[src/rtl/wave_channel.sv]
// Wave channel: 32-nibble user wave table played at (2048-freq)*2 clocks per
// step, with a 256 Hz length counter, DAC gate and 2-bit volume shift.
module wave_channel #(
  parameter int FREQ_W = 11,
  parameter int LEN_W  = 9
) (
  input  logic              clk,
  input  logic              rst_n,
  input  logic              clk256,
  input  logic              dac_en,
  input  logic              len_wr,
  input  logic [7:0]        len_load,
  input  logic [1:0]        vol_code,
  input  logic [FREQ_W-1:0] freq,
  input  logic              len_enable,
  input  logic              trigger,
  input  logic              wr_en,
  input  logic [3:0]        wr_addr,
  input  logic [7:0]        wr_data,
  output logic [3:0]        sample,
  output logic              active
);
  localparam int TW = FREQ_W + 1;
  localparam logic [LEN_W-1:0] LEN_FULL = LEN_W'(256);

  logic [15:0][7:0] ram;
  logic [4:0]       pos;
  logic [3:0]       sbuf;
  logic [TW-1:0]    timer;
  logic [LEN_W-1:0] len;
  logic             act;

  // (2^FREQ_W - freq)*2 - 1 == all-ones minus 2*freq == bitwise inverse of {freq,0}
  logic [TW-1:0] reload;
  assign reload = ~{freq, 1'b0};

  logic [4:0] pos_nx;
  logic [7:0] byte_nx;
  logic [3:0] nib_nx;
  assign pos_nx  = pos + 5'd1;
  assign byte_nx = ram[pos_nx[4:1]];
  assign nib_nx  = pos_nx[0] ? byte_nx[3:0] : byte_nx[7:4];

  logic len_tick, len_expire;
  assign len_tick   = clk256 & len_enable & (len != '0);
  assign len_expire = len_tick & ~len_wr & (len == LEN_W'(1));

  // Fetch reads the pre-edge RAM contents, so a same-cycle write is seen next time.
  always_ff @(posedge clk or negedge rst_n) begin
    if (!rst_n)      ram <= '0;
    else if (wr_en)  ram[wr_addr] <= wr_data;
  end

  always_ff @(posedge clk or negedge rst_n) begin
    if (!rst_n) begin
      timer <= '0;
      pos   <= '0;
      sbuf  <= '0;
    end else if (trigger) begin
      timer <= reload;
      pos   <= '0;
    end else if (act) begin
      if (timer == '0) begin
        timer <= reload;
        pos   <= pos_nx;
        sbuf  <= nib_nx;
      end else begin
        timer <= timer - 1'b1;
      end
    end
  end

  always_ff @(posedge clk or negedge rst_n) begin
    if (!rst_n)                        len <= '0;
    else if (len_wr)                   len <= LEN_FULL - LEN_W'(len_load);
    else if (trigger && len == '0)     len <= LEN_FULL;
    else if (len_tick)                 len <= len - 1'b1;
  end

  always_ff @(posedge clk or negedge rst_n) begin
    if (!rst_n) act <= 1'b0;
    else        act <= (trigger ? dac_en : act) & ~len_expire & dac_en;
  end

  always_comb begin
    sample = '0;
    if (act) begin
      case (vol_code)
        2'd1:    sample = sbuf;
        2'd2:    sample = sbuf >> 1;
        2'd3:    sample = sbuf >> 2;
        default: sample = '0;
      endcase
    end
  end

  assign active = act;
endmodule

[config.mk]
export PLATFORM = sky130hd
export DESIGN_NAME = wave_channel
export DESIGN_NICKNAME = d
export VERILOG_FILES = /design/src/rtl/wave_channel.sv
export SDC_FILE = /design/constraint.sdc
export NUM_CORES = 1
export LEC_CHECK = 0
export CAP_MARGIN = 0
export CELL_PAD_IN_SITES_DETAIL_PLACEMENT = 0
export CELL_PAD_IN_SITES_GLOBAL_PLACEMENT = 1
export CORE_MARGIN = 3
export CORE_UTILIZATION = 38
export DETAILED_ROUTE_END_ITERATION = 8
export PLACE_DENSITY_LB_ADDON = 0.12
export SETUP_SLACK_MARGIN = 0.3
export SLEW_MARGIN = 5
export SYNTH_ARGS = -nofsm -noshare
export SYNTH_HDL_FRONTEND = slang
export SYNTH_SLANG_ARGS = --single-unit
[constraint.sdc]
create_clock -name clk -period 6.25 [get_ports clk]
set_clock_uncertainty 0.05 [all_clocks]
set_input_delay 0.625 -clock clk [delete_from_list [all_inputs] [get_ports clk]]
set_output_delay 0.625 -clock clk [all_outputs]
set_load 0.02 [all_outputs]
==> key figures <==
Power and ir drop
  – Overall Power: 2861 µW
  – PwrDens: 311.9 mW/mm²
  – Leak pwr: 0.003718 µW
  – Maximum vdd ir drop: 0.1671 mV

Worst setup path
  – R2R depth: 7
  – Reg2reg start: pos[0]
  – Critical Path RT: 5570 ps
  – R2r setup slk: 3490 ps
  – Max FO, Critical Path: 5
  – Reg2reg end: sbuf[2]
  – Worst EP arrival: 2320 ps
  – Crit start category: input port
  – CP Capture Type: primary output
  – Setup CP Type: in -> out

Die
  – Row Count: 52
  – CORE AREA: 0.02036 mm²
  – Die area: 0.02264 mm²
  – Starting Density: 38.93%
  – Ports: 46
  – Die Height: 150.5 µm
  – Die Wd: 150.5 µm

GRT
  – Initial antenna violation count: 0
  – Vias in the first global route: 5307
  – Total gr overflow: 0
  – All-layer global routing usage: 17.48%
  – First-pass GRT wire length: 29930 µm
  – Pin count of the biggest net entering global routing: 98

Route
  – Final WL: 18830 µm
  – DRC Markers: 0
  – Antenna-violating nets left: 0
  – Pre-Repair DR Iteration Count: 4
  – Via Count: 5128
  – 1st-iter DRT viols: 187
  – WL per Instance: 19.99 µm
  – Vias per cell: 5.444

Run status
  – Status: finished, final reports clean

Placement
  – Routability congestion estimate: 0.7841
  – Detailed Place HPWL: 12610 µm
  – Dpl cells: 910
  – I/O Buffers: 45

Logic synthesis
  – #FFs+latches synth: 159
  – Simple-gate area share of the yosys netlist: 10.04%
  – Post-Synth XOR/XNOR Area: 1.752%
  – Number of synthesized flops with an enable pin: 0
  – Synth area leader: dfrtp_1
  – Post-synth cell types: 57
  – Yosys top cell area share: 50.18%
  – Main area contributors after synthesis: dfrtp_1 50%, mux2_2 18%, mux4_2 8.5%
  – Mapped Avg Cell Area: 12.63 µm²
  – Yosys warns: 0
  – Adder-Cell Fraction of Synth Area: 1.105%
  – Ys flop type: dfrtp_1
  – Compound-Gate Fraction of Synth Area: 6.565%
  – Post-synthesis mux area share: 27.63%
  – Post-synth top cells: 159 x dfrtp_1, 129 x mux2_2, 37 x nand2_1, 37 x nor2_1, 30 x mux4_2
  – Largest family of logic cells by synthesized area: multiplexers
  – Ys async rst share: 100.0%
  – Syn nets: 676
  – Syn Std Cell Area: 0.007929 mm²
  – Seq/Total Area, Yosys: 50.18%
  – Count leader, synth: dfrtp_1
  – Gate Count Post-Synth: 628

Final layout
  – Layout area overhead: 15.69%
  – Fin cells: 942
  – Fin nets: 707
  – Fillers: 1870
  – Ant diodes: 0
  – Layout cell share with drive strength beyond 1: 30.51%

Clock tree
  – H-tree Lvls: 4
  – Post-CTS Resized: 0
  – Root buffer cell: clkbuf_16
  – CTS tree: built
  – Max clock buf depth: 2
  – CTS sink count: 159
  – CTS Hold Bufs: 0
  – Clk Latency, worst-skew pair: 430 ps
  – Post-CTS Setup Bufs: 0
  – Clk slew on worst S/H paths: 60 ps
  – TritonCTS buffer count: 17

Timing
  – Fmax: 333.7 MHz
  – TNS Setup: 0 ps
  – Max-Slew Margin vs Limit: 31.06%
  – Clock period minus worst slack: 2997 ps
  – RSZ-0062 raised after global routing: false
  – Final hold violations: 0
  – Slew @ Worst Pin: 1027 ps
  – Final Cycle Share: 47.95%
  – Slew Limit Fails: 0
  – Final setup viols: 0

Flow run
  – Max Cap Violations: 0

Hold path
  – Hold/Removal Path Class: in -> async
==> layout by cell type (no fill, tap or decap), drive strengths merged, types with 8 or more instances in the layout <==
| master | n |
|---|---|
| o21ai | 32 |
| xor2 | 9 |
| inv | 16 |
| clkdlybuf4s50 | 44 |
| mux4 | 32 |
| nor3 | 20 |
| mux2 | 129 |
| clkbuf | 19 |
| nand2 | 37 |
| nor2 | 37 |
| a21oi | 24 |
| nand3 | 10 |
| nor4 | 8 |
| dfrtp | 159 |
==> kinds of logic after synthesis <==
| family | count (synthesis) |
|---|---|
| flip-flops | 159 |
| multiplexers | 162 |
| AO/OA/AOI/OAI | 85 |
| AND/OR/NAND/NOR | 155 |
| adder cells (fa/ha/maj) | 7 |
| buffers and inverters | 45 |
| XOR/XNOR | 15 |
==> through the flow <==
| stage | instance area [µm²] | utilization, % | hold slack (ps) | worst slack [ps] |
|---|---|---|---|---|
| after floorplan | 7929 | - | 279.4 | 3907 |
| after global placement | 8576 | 42.11 | 412.5 | 3255 |
| after detailed placement | 8576 | 42.11 | 422.9 | 3262 |
| after CTS | 9173 | 45.04 | 280.5 | 3255 |
| after global routing | 9173 | 45.04 | 300.1 | 3160 |
| final | 9173 | 45.04 | 234.0 | 3253 |
==> how the worst max path moves through the flow <==
stage	startpoint	slack [ps]	end	depth (start not counted)
after floorplan	pos[0]	3910	sbuf[2]	9
after global placement	vol_code[1]	3260	sample[1]	6
after detailed placement	vol_code[1]	3260	sample[1]	6
after CTS	vol_code[1]	3250	sample[1]	6
after global routing	vol_code[1]	3160	sample[1]	6
final	vol_code[1]	3250	sample[1]	6
==> area by class of cell <==
type                            count  area, µm²  area share, %
Multi-Input combinational cell    424       3747          40.85
Clock inverter                     13      143.9          1.569
Timing Repair Buffer               49      481.7          5.252
Inverter                            8      30.03         0.3274
Sequential cell                   159       3979          43.38
Tap cell                          270      337.8          3.683
Clock buffer                       19      452.9          4.938
==> routing by layer <==
metal	GRT usage (%)	routed length, µm	vias to the layer above
met5	0	0	-
met2	29.31	9487	86
met1	23.57	8664	2649
met4	3.888	114	0
met3	3.552	562	6
li1	-	-	2387
==> where the power goes <==
part	switching (µW)	internal, µW
clock	450	587
combinational	190	275
sequential	117	1240
total	757	2100
==> flip-flops by register name (all words and copies together), names as in the netlist <==
name / cells
len: 9
sbuf: 4
ram: 128
active: 1
timer: 12
pos: 5
==> worst max-delay path, cell delays in order <==
cell	delay (ps)
clkdlybuf4s50_1	540
mux2_2	350
nand2_1	60
o21ai_0	60
and2_1	150
clkdlybuf4s50_1	530
(Power assumes the default switching activity.)
